--- src/rtl/eth_pkt_fifo_ctrl.sv ---
// Store-and-forward packet controller for the eth_pkt_fifo RAM: buffers RX beats,
// exposes only complete error-free packets, and rewinds bad or oversized ones.
module eth_pkt_fifo_ctrl #(
    parameter int ADDR_WIDTH = 10,
    parameter int DATA_WIDTH = 8
) (
    input  logic                  clk,
    input  logic                  rst,
    input  logic [DATA_WIDTH-1:0] in_data,
    input  logic                  in_valid,
    input  logic                  in_sop,
    input  logic                  in_eop,
    input  logic                  in_err,
    output logic [DATA_WIDTH-1:0] out_data,
    output logic                  out_last,
    output logic                  out_valid,
    input  logic                  out_ready,
    output logic [DATA_WIDTH:0]   ram_wr_data,
    output logic [ADDR_WIDTH-1:0] ram_wr_addr,
    output logic                  ram_wr_en,
    output logic [ADDR_WIDTH-1:0] ram_rd_addr,
    input  logic [DATA_WIDTH:0]   ram_rd_data,
    output logic                  pkt_drop,
    output logic [15:0]           drop_cnt,
    output logic [ADDR_WIDTH:0]   fill_level
);

    localparam int PW = ADDR_WIDTH + 1;
    localparam logic [PW-1:0] DEPTH = {1'b1, {ADDR_WIDTH{1'b0}}};

    localparam logic [1:0] IDLE  = 2'd0;
    localparam logic [1:0] WRITE = 2'd1;
    localparam logic [1:0] DROP  = 2'd2;

    logic [1:0]    state, state_nxt;
    logic [PW-1:0] wr_ptr, commit_ptr, rd_ptr;
    logic [PW-1:0] wr_nxt, commit_nxt, wr_base;
    logic          full, wr_en, drop, rd_fire;

    assign full    = (wr_ptr - rd_ptr) == DEPTH;
    assign rd_fire = out_valid && out_ready;

    // wr_base is where this beat lands; an aborting sop restarts at commit_ptr.
    always_comb begin
        state_nxt  = state;
        wr_nxt     = wr_ptr;
        commit_nxt = commit_ptr;
        wr_base    = wr_ptr;
        wr_en      = 1'b0;
        drop       = 1'b0;
        if (in_valid) begin
            case (state)
                IDLE: begin
                    if (in_sop) begin
                        if (full) begin
                            drop = 1'b1;
                            if (!in_eop) state_nxt = DROP;
                        end else if (in_eop) begin
                            if (in_err) begin
                                drop = 1'b1;
                            end else begin
                                wr_en      = 1'b1;
                                wr_nxt     = wr_ptr + 1'b1;
                                commit_nxt = wr_ptr + 1'b1;
                            end
                        end else begin
                            wr_en     = 1'b1;
                            wr_nxt    = wr_ptr + 1'b1;
                            state_nxt = WRITE;
                        end
                    end
                end
                WRITE: begin
                    if (full) begin
                        drop      = 1'b1;
                        wr_nxt    = commit_ptr;
                        state_nxt = in_eop ? IDLE : DROP;
                    end else begin
                        if (in_sop) begin
                            drop    = 1'b1;
                            wr_base = commit_ptr;
                        end
                        if (in_eop && in_err) begin
                            drop      = 1'b1;
                            wr_nxt    = commit_ptr;
                            state_nxt = IDLE;
                        end else begin
                            wr_en  = 1'b1;
                            wr_nxt = wr_base + 1'b1;
                            if (in_eop) begin
                                commit_nxt = wr_base + 1'b1;
                                state_nxt  = IDLE;
                            end
                        end
                    end
                end
                DROP: begin
                    if (in_eop) state_nxt = IDLE;
                end
                default: state_nxt = IDLE;
            endcase
        end
    end

    always_ff @(posedge clk) begin
        if (rst) begin
            state      <= IDLE;
            wr_ptr     <= '0;
            commit_ptr <= '0;
            rd_ptr     <= '0;
            pkt_drop   <= 1'b0;
            drop_cnt   <= '0;
        end else begin
            state      <= state_nxt;
            wr_ptr     <= wr_nxt;
            commit_ptr <= commit_nxt;
            pkt_drop   <= drop;
            if (rd_fire) rd_ptr <= rd_ptr + 1'b1;
            if (drop && drop_cnt != 16'hFFFF) drop_cnt <= drop_cnt + 16'd1;
        end
    end

    assign ram_wr_en   = wr_en;
    assign ram_wr_addr = wr_base[ADDR_WIDTH-1:0];
    assign ram_wr_data = {in_eop, in_data};
    assign ram_rd_addr = rd_ptr[ADDR_WIDTH-1:0];

    assign out_valid  = rd_ptr != commit_ptr;
    assign out_data   = ram_rd_data[DATA_WIDTH-1:0];
    assign out_last   = ram_rd_data[DATA_WIDTH];
    assign fill_level = commit_ptr - rd_ptr;

endmodule

--- config.mk ---
export PLATFORM = sky130hd
export DESIGN_NAME = eth_pkt_fifo_ctrl
export DESIGN_NICKNAME = d
export VERILOG_FILES = /design/src/rtl/eth_pkt_fifo_ctrl.sv
export SDC_FILE = /design/constraint.sdc
export NUM_CORES = 1
export LEC_CHECK = 0
export BUFFER_PORTS_ARGS = -buffer_cell sky130_fd_sc_hd__buf_2
export CAP_MARGIN = 20
export CORE_ASPECT_RATIO = 1.75
export CORE_MARGIN = 2
export CORE_UTILIZATION = 25
export DETAILED_ROUTE_END_ITERATION = 8
export GPL_TIMING_DRIVEN = 1
export HOLD_SLACK_MARGIN = 0.12
export PLACE_DENSITY_LB_ADDON = 0.05
export SYNTH_ARGS = -nofsm -noshare
export SYNTH_HDL_FRONTEND = slang
export SYNTH_SLANG_ARGS = --single-unit
--- constraint.sdc ---
create_clock -name clk -period 3.1 [get_ports clk]
set_input_delay 0.155 -clock clk [delete_from_list [all_inputs] [get_ports clk]]
set_output_delay 0.155 -clock clk [all_outputs]
set_load 0.05 [all_outputs]
After elaboration in Yosys (flattened, before gate mapping)
Index checks and enable logic that the tools add are counted.
{"block": "totals", "regBits": 52, "in_bits": 24, "wordCells": 81}
{"block": "classes", "n_addsub": 6, "n_eq_ne": 14, "n_mux": 47, "reduce_logical": 8}
{"cell": "2-to-1 mux 11 bit", "n": 16}
{"cell": "one-hot mux 11 bit (2 select lines)", "n": 2}
{"cell": "adder 11 x 1 -> 11 bit, second input constant", "n": 3}
{"cell": "2-to-1 mux 10 bit", "n": 3}
{"cell": "subtractor 11 bit", "n": 2}
{"cell": "adder 16 x 1 -> 16 bit, second input constant", "n": 1}
{"cell": "2-to-1 mux 2 bit", "n": 8}
{"cell": "!= test 16 bit, second input constant", "n": 1}
{"cell": "!= test 2 bit, second input constant", "n": 8}
{"cell": "2-to-1 mux 1 bit", "n": 15}
{"cell": "== test 11 bit, second input constant", "n": 1}
{"cell": "!= test 11 bit", "n": 1}
{"cell": "AND reduction 9 bit", "n": 1}
{"cell": "one-hot mux 2 bit (3 select lines)", "n": 1}
{"cell": "AND reduction 5 bit", "n": 1}
{"cell": "one-hot mux 1 bit (2 select lines)", "n": 2}
{"cell": "logical AND 1 bit", "n": 3}
{"cell": "!= test 3 bit, second input constant", "n": 1}
{"cell": "AND reduction 3 bit", "n": 1}
{"cell": "== test 2 x 1 -> 1 bit, second input constant", "n": 1}
{"cell": "== test 2 bit, second input constant", "n": 1}
{"cell": "zero test 2 bit", "n": 1}
{"cell": "nonzero test 2 bit", "n": 1}

Longest topological paths before layout
Gate-level depths: netlist (run 1).
{"block": "logic_depth", "depth_word": 10, "depth_mapped": 14, "depth_no_buf": 12}

Least setup slack after synthesis (run 1)
OpenSTA, ideal clock, no wires.
{"block": "synth_timing", "kind": "reg2out", "startpoint": "reg rd_ptr[1]", "endpoint": "out fill_level[9]", "arrival_time_ns": 3.547, "required_time_ns": 2.945, "setup_slack_ns": -0.602, "stages_incl_launch_ff": 11, "path_buffers": 0, "path_cell_list": "dfxtp_1 > inv_1 > ha_1 > nor2b_1 > o21ai_0 > a21boi_0 > o21ai_0 > a21boi_0 > o21a_1 > nor2_1 > o311ai_0"}
{"block": "synth_between", "elab_chain_len": 1}
{"element": "start, declared", "line_no": "36", "rtl": "logic [PW-1:0] wr_ptr, commit_ptr, rd_ptr;"}
{"element": "start signal, assigned", "line_no": "118", "rtl": "if (rd_fire) rd_ptr <= rd_ptr + 1'b1;"}
{"element": "subtractor 11 bit", "line_no": "131", "rtl": "assign fill_level = commit_ptr - rd_ptr;"}
{"element": "end, declared", "line_no": "25", "rtl": "output logic [ADDR_WIDTH:0] fill_level"}
Every way passes these cells.

Final worst setup path (run 1)
{"block": "layout_timing", "startpoint": "reg rd_ptr[3]", "endpoint": "out ram_wr_addr[5]"}
{"block": "layout_between", "elab_chain_len": 5}
{"element": "subtractor 11 bit", "line_no": "40", "rtl": "assign full = (wr_ptr - rd_ptr) == DEPTH;"}
{"element": "== test 11 bit", "line_no": "40"}
{"element": "2-to-1 mux 10 bit", "line_no": "74", "rtl": "if (full) begin"}
{"element": "2-to-1 mux 10 bit", "line_no": "52", "rtl": "case (state)"}
{"element": "2-to-1 mux 10 bit", "line_no": "51", "rtl": "if (in_valid) begin"}
{"element": "end, declared", "line_no": "19", "rtl": "output logic [ADDR_WIDTH-1:0] ram_wr_addr,"}
Every way passes these cells.

==> results.py, run 1 <==
metrics = {
    "global_route": {
        "grt_use_total_pct": 17.42,
        "grt_max_degree": 31,
        "antenna_found_initial": 0,
        "grt_pass1_vias": 4575,
        "grt_pass1_wl_um": 25590,
        "overflow": 0,
    },
    "critical_path": {
        "slowest_delay_ps": 380,
        "critPathMaxFanout": 7,
        "path_common_cell": "mux2_4",
        "cp_cell_sequence": "inv_2, ha_4, a21oi_2, nor2b_2, nor3_4, mux2_4, a311o_1, or3_4, nand4_4, mux2_4, buf_8",
        "cp-start-kind": "flip-flop",
        "crit_type": "reg -> out",
        "crit_required_ps": 2940,
        "critPathBufInv": 2,
        "cp_top_family": "simple AND/OR/NAND/NOR gates",
        "cp-end-kind": "output port",
        "worstPathArrival_ps": 3070,
        "cpMaxStageDelayCell": "or3_4",
    },
    "cts": {
        "clk_path_buf_depth": 2,
        "cts_tree": "built",
        "clkSlewWorstSetupHoldPaths_ps": 80,
        "cts_buffers": 5,
        "htree_levels": 2,
        "clk-insertion-delay-late_ps": 300,
        "cts_root_buf": "clkbuf_16",
        "postCtsHoldBufs": 0,
        "clkSinkCount": 52,
    },
    "layout": {
        "diodes": 0,
        "final_common_cell": "buf_4",
        "drive_gt1_share_pct": 37.65,
        "final_cell_mix": "buf_4, nor2_1, nand2_1",
        "area_growth_pct": 38.13,
        "fin_util_pct": 35.36,
        "nets": 730,
    },
    "run_status": {
        "status": "finished with violations",
        "violations": "setup timing",
    },
    "die": {
        "die_area_um2": 19090,
        "dieHeight_um": 181.3,
        "initial_utilization_pct": 25.60,
        "rows": 64,
        "die_w_um": 105.3,
        "coreArea_um2": 17540,
        "ios": 92,
    },
    "detailed_routing": {
        "drt_wl_total_um": 16770,
        "antenna_left": 0,
        "drc": 0,
        "vias_per_cell": 4.908,
        "vias": 4471,
        "drtIter0Drc": 196,
        "avgRoutedWirePerCell_um": 18.41,
        "dr.pass1.iters": 4,
    },
    "power_and_ir_drop": {
        "seq_power_share_pct": 24.2,
        "ir_drop_mv": 0.2552,
        "switchingPower_w": 0.001222,
        "internal_power_w": 0.001759,
        "p_sw_share_pct": 40.99,
        "p_clk_share_pct": 21.5,
        "p_comb_share_pct": 54.4,
        "power.leakage_nw": 2.609,
        "powerDensity_nw_per_um2": 480.8,
    },
    "yosys": {
        "synth_top_family_by_area": "simple AND/OR/NAND/NOR gates",
        "syn_nets": 629,
        "postSynthAreaPerCell_um2": 7.740,
        "synth-simple-area-share_pct": 23.44,
        "synthMuxAreaShare_pct": 6.912,
        "synth_compound_area_share_pct": 20.07,
        "synth_xor_area_share_pct": 9.365,
        "yosysWarnings": 0,
        "ys_types": 69,
        "synth_adder_area_share_pct": 7.135,
        "ys.flop_type": "dfxtp_1",
        "syn_area_um2": 4489,
        "synthCells": 580,
        "synth_enable_flop_cells": 0,
        "synth_seq_cells": 52,
        "yosysSeqAreaShare_pct": 23.19,
        "postSynth.asyncResetShare_pct": 0,
    },
    "timing": {
        "max_freq_ghz": 0.3098,
        "fin_hold_ws_ps": 257.1,
        "rsz0062_at_grt": "yes",
        "finalMaxSlewViolations": 0,
        "tns_ps": -995.7,
        "fin_skew_ps": 15.46,
        "setup_viol": 14,
        "layout_min_cycle_time_ps": 3228,
        "tightest_slew_ps": 668.6,
        "relSlewSlack_pct": 55.43,
        "fin_crit_sh_pct": 104.1,
        "worst_slack_ps": -128.3,
        "hold_viol_final": 0,
    },
    "worst_hold_path": {
        "min_path_type": "in -> reg",
    },
    "placed_design": {
        "post-place-ws_ps": -125.0,
        "dp.final_hpwl_um": 13150,
        "gp_congestion": 0.8421,
        "portBuffers": 57,
    },
    "job": {
        "max_cap_viol_count": 0,
    },
}
[layer usage]
metal	track usage (%)	vias up	routed length, um	share of wire [%]
met4	7.733	0	686	4.1
met1	16.74	2122	5892	35
met3	2.056	38	439	2.6
met2	35.61	106	9751	58
met5	0	-	0	0
li1	-	2205	-	-
[worst register-to-register path, cell delays in order, from the launching register on]
cell       delay [ps]
dfxtp_2           340
inv_2              50
ha_4              230
a21oi_2           130
nor2b_2            70
nor3_4            230
mux2_4            320
a311o_1           290
buf_4             140
o31a_1            310
buf_12            170
a2111oi_4         450
a21oi_1           120
a31o_1            190
[metrics by stage]
stage	total power, W	instance area (um^2)	std cells
after CTS	0.002887	5879	903
after global placement	0.002091	5364	891
after detailed placement	0.002091	5364	891
after global routing	0.003132	6201	911
final	0.002981	6201	911
after floorplan	0.001698	4513	580
[kinds of logic (layout without fill, tap and decap cells)]
kind of cell	count (synthesis)	count (layout)
buffers and inverters	82	182
adder cells (fa/ha/maj)	25	25
AO/OA/AOI/OAI	125	125
flip-flops	52	52
multiplexers	29	29
XOR/XNOR	48	48
AND/OR/NAND/NOR	219	219
[final cells by class]
class,count,area [um^2]
Timing Repair Buffer,148,1175
Clock inverter,1,30.03
Tap cell,231,289.0
Sequential cell,52,1055
Fill cell,1874,11340
Clock buffer,5,125.1
Multi-Input combinational cell,446,3422
Inverter,28,105.1
[final timing paths]
check                           cells after the start  slack, ps                     start                       end
worst max-delay path                               11       -130    rd_ptr[3]$_SDFFE_PP0P_            ram_wr_addr[5]
worst min register to register                      2        550  drop_cnt[6]$_SDFFE_PP0P_  drop_cnt[6]$_SDFFE_PP0P_
worst max register to register                     13        -30    rd_ptr[3]$_SDFFE_PP0P_  drop_cnt[8]$_SDFFE_PP0P_
worst min-delay path                                4        260                    in_eop     state[1]$_SDFFE_PP0P_
[flip-flops by register name (all words and copies together), names as in the netlist]
register,count
pkt_drop,1
state,2
rd_ptr,11
drop_cnt,16
wr_ptr,11
commit_ptr,11
[cells in the mapped netlist, types with 2 or more instances]
master,instances,area [um^2]
mux2i_1,16,160.2
nand2b_1,7,43.79
buf_4,29,217.7
xor2_1,14,122.6
a32o_1,2,20.02
o21ai_1,2,10.01
o211ai_1,2,15.01
mux2_2,12,135.1
a31oi_1,4,25.02
o21bai_1,2,15.01
nand2_1,53,198.9
nor3_1,8,40.04
nor2_1,70,262.8
a21oi_1,32,160.2
and2_1,3,18.77
buf_6,3,33.78
o21ai_0,27,135.1
a21o_1,4,30.03
xnor2_1,34,297.8
buf_1,2,7.510
a22oi_1,2,15.01
nand4_1,7,43.79
a211oi_2,10,125.1
clkbuf_1,16,60.06
o21a_1,2,15.01
or4_1,2,15.01
nor2b_1,13,81.33
nor4_1,3,18.77
nand4b_1,2,17.52
o2bb2ai_1,4,35.03
a21boi_0,4,30.03
ha_1,24,300.3
and3_1,9,56.30
or2_2,2,12.51
dfxtp_1,52,1041
nand3_1,25,125.1
buf_2,3,15.01
a31o_1,3,26.28
a21oi_2,2,17.52
o22ai_1,5,31.28
a211oi_1,3,22.52
inv_1,28,105.1
or3_1,7,43.79
[power by group through the flow]
stage | clock network, W | registers [W] | logic, W
floorplan | 0 | 0.000744 | 0.000954
global placement | 0 | 0.000733 | 0.00136
detailed placement | 0 | 0.000733 | 0.00136
CTS | 0.000659 | 0.000721 | 0.00151
global route | 0.000674 | 0.000725 | 0.00173
finish | 0.000640 | 0.000721 | 0.00162
[timing repair]
item,CTS,global route
setup endpoints to repair,19,49
buffers inserted,6,7
cloned,0,1
pin swaps,21,22
resized for setup,82,49
No activity file was read; power rests on OpenSTA's default activity.
==> inputs of run 2 (changes only) <==
clock period = 3.03 ns   (was 3.1 ns; I/O delays follow)
==> results.py, run 2 (synthesis gave the netlist of run 1 again) <==
metrics = {
    "timing": {
        "tightest_slew_ps": 716.5,
        "fin_skew_ps": 9.442,
        "fin_hold_ws_ps": 268.3,
        "max_freq_ghz": 0.3059,
        "worst_slack_ps": -239.0,
        "hold_viol_final": 0,
        "finalMaxSlewViolations": 0,
        "rsz0062_at_grt": "yes",
        "fin_crit_sh_pct": 107.9,
        "relSlewSlack_pct": 52.23,
        "layout_min_cycle_time_ps": 3269,
        "setup_viol": 29,
    },
    "critical_path": {
        "crit_path_start": "rd_ptr[3]$_SDFFE_PP0P_",
        "ff2ff_setup_slack_ps": -120,
        "cp_num_cells": 12,
        "critPathMaxFanout": 4,
        "r2r_cells": 15,
        "cp-start-kind": "flip-flop",
        "cpMaxStageDelayCell": "or3_4",
        "regToRegStartpoint": "rd_ptr[3]$_SDFFE_PP0P_",
        "cp_top_family": "simple AND/OR/NAND/NOR gates",
        "crit_required_ps": 2880,
        "reg2reg_to": "commit_ptr[9]$_SDFFE_PP0P_",
        "critPathBufInv": 3,
        "worstSetupEndpoint": "ram_wr_addr[1]",
        "worstPathArrival_ps": 3120,
        "crit_type": "reg -> out",
        "cp_cell_sequence": "inv_2, ha_4, a21oi_2, nor2b_2, nor3_4, mux2_4, a311o_1, or3_4, buf_6, nand3_4, mux2_4, buf_8",
        "cp-end-kind": "output port",
        "slowest_delay_ps": 360,
        "path_common_cell": "mux2_4",
    },
    "detailed_routing": {
        "vias_per_cell": 4.937,
        "dr.pass1.iters": 4,
        "antenna_left": 0,
        "drtIter0Drc": 127,
        "vias": 4606,
        "drt_wl_total_um": 17300,
        "drc": 0,
        "avgRoutedWirePerCell_um": 18.54,
    },
    "power_and_ir_drop": {
        "ir_drop_mv": 0.2014,
        "seq_power_share_pct": 23.7,
        "p_comb_share_pct": 57.6,
        "switchingPower_w": 0.001304,
        "powerDensity_nw_per_um2": 485.1,
        "internal_power_w": 0.001806,
        "power.leakage_nw": 2.705,
        "p_clk_share_pct": 18.7,
        "p_sw_share_pct": 41.93,
    },
    "cts": {
        "clkSlewWorstSetupHoldPaths_ps": 80,
        "clk_path_buf_depth": 2,
        "clkSinkCount": 52,
        "htree_levels": 2,
        "cts_root_buf": "clkbuf_16",
        "cts_buffers": 5,
        "clk-insertion-delay-late_ps": 300,
        "cts_tree": "built",
    },
    "global_route": {
        "grt_use_total_pct": 17.62,
        "antenna_found_initial": 0,
        "overflow": 0,
        "grt_pass1_vias": 4647,
        "grt_max_degree": 31,
        "grt_pass1_wl_um": 25840,
    },
    "placed_design": {
        "dp.final_hpwl_um": 13620,
        "post-place-ws_ps": -226.0,
        "placed_area_um2": 5430,
        "gp_congestion": 0.8750,
        "portBuffers": 57,
    },
    "layout": {
        "drive_gt1_share_pct": 39.32,
        "final_area_um2": 6412,
        "diodes": 0,
        "nets": 751,
        "area_growth_pct": 42.84,
        "top_register": "drop_cnt",
        "final_common_cell": "buf_4",
        "final_cell_mix": "buf_4, nor2_1, nand2_1",
        "largest_reg_flops": 16,
    },
    "die": {
        "coreArea_um2": 17540,
        "rows": 64,
        "ios": 92,
        "die_w_um": 105.3,
        "initial_utilization_pct": 25.60,
        "die_area_um2": 19090,
        "dieHeight_um": 181.3,
    },
    "worst_hold_path": {
        "min_path_type": "in -> reg",
    },
    "job": {
        "max_cap_viol_count": 0,
    },
    "run_status": {
        "status": "finished with violations",
        "violations": "setup timing",
    },
}
-- run 2: cell count changes in the layout (fill, tap and decap cells not counted), sizes merged --
cell,delta
clkinv,+1
clkbuf,-1
clkinvlp,+1
bufinv,-1
buf,+22
-- run 2: how the worst min path moves through the flow --
stage	startpoint	cells after the start	slack, ps	end
floorplan	in_eop	3	350	state[1]$_SDFFE_PP0P_
global placement	ram_rd_data[2]	0	300	out_data[2]
detailed placement	ram_rd_data[2]	0	300	out_data[2]
CTS	in_eop	4	260	state[1]$_SDFFE_PP0P_
global route	in_eop	4	280	state[1]$_SDFFE_PP0P_
finish	out_ready	4	270	rd_ptr[2]$_SDFFE_PP0P_
-- run 2: worst register-to-register path: stages, from the launching register on --
cell	delay (ps)
dfxtp_2	350
inv_2	50
ha_4	220
a21oi_2	130
nor2b_2	70
nor3_4	240
mux2_4	330
a311o_1	340
or3_4	360
buf_6	140
buf_4	120
buf_6	120
nand4b_4	120
buf_6	170
mux2i_1	210
nor2_1	50
-- run 2: timing repair --
| item | in CTS | in global routing |
|---|---|---|
| setup endpoints to repair | 47 | 54 |
| gates resized for setup | 101 | 50 |
| pin swaps | 25 | 39 |
| hold buffers | 0 | 0 |
| setup buffers | 19 | 8 |
-- run 2: area by class of cell --
class,instances,area (um^2)
Fill cell,1884,11120
Timing Repair Buffer,169,1319
Sequential cell,52,1054
Inverter,28,105.1
Tap cell,231,289.0
Clock buffer,5,125.1
Clock inverter,2,12.51
Multi-Input combinational cell,446,3508
-- run 2: power groups by stage --
| stage | sequential [W] | clock, W | combinational, W |
|---|---|---|---|
| final | 0.000736 | 0.000582 | 0.00179 |
| after global routing | 0.000740 | 0.000635 | 0.00190 |
| after CTS | 0.000736 | 0.000618 | 0.00167 |
| after detailed placement | 0.000748 | 0 | 0.00141 |
| after global placement | 0.000748 | 0 | 0.00141 |
| after floorplan | 0.000761 | 0 | 0.000979 |
-- run 2: routing by layer --
| layer | GRT usage, % | vias to the layer above | routed length (um) |
|---|---|---|---|
| li1 | - | 2244 | - |
| met1 | 16.88 | 2208 | 6125 |
| met2 | 35.95 | 120 | 9991 |
| met3 | 1.732 | 34 | 432 |
| met4 | 8.587 | 0 | 750 |
| met5 | 0 | - | 0 |
-- run 2: through the flow --
stage	cells	utilization [%]	power, W	setup TNS, ps
after floorplan	580	-	0.001740	-339.3
after global placement	901	30.96	0.002157	-2364
after detailed placement	901	30.96	0.002158	-3987
after CTS	927	34.90	0.003023	-2998
after global routing	933	36.57	0.003270	-7947
final	933	36.57	0.003111	-3465
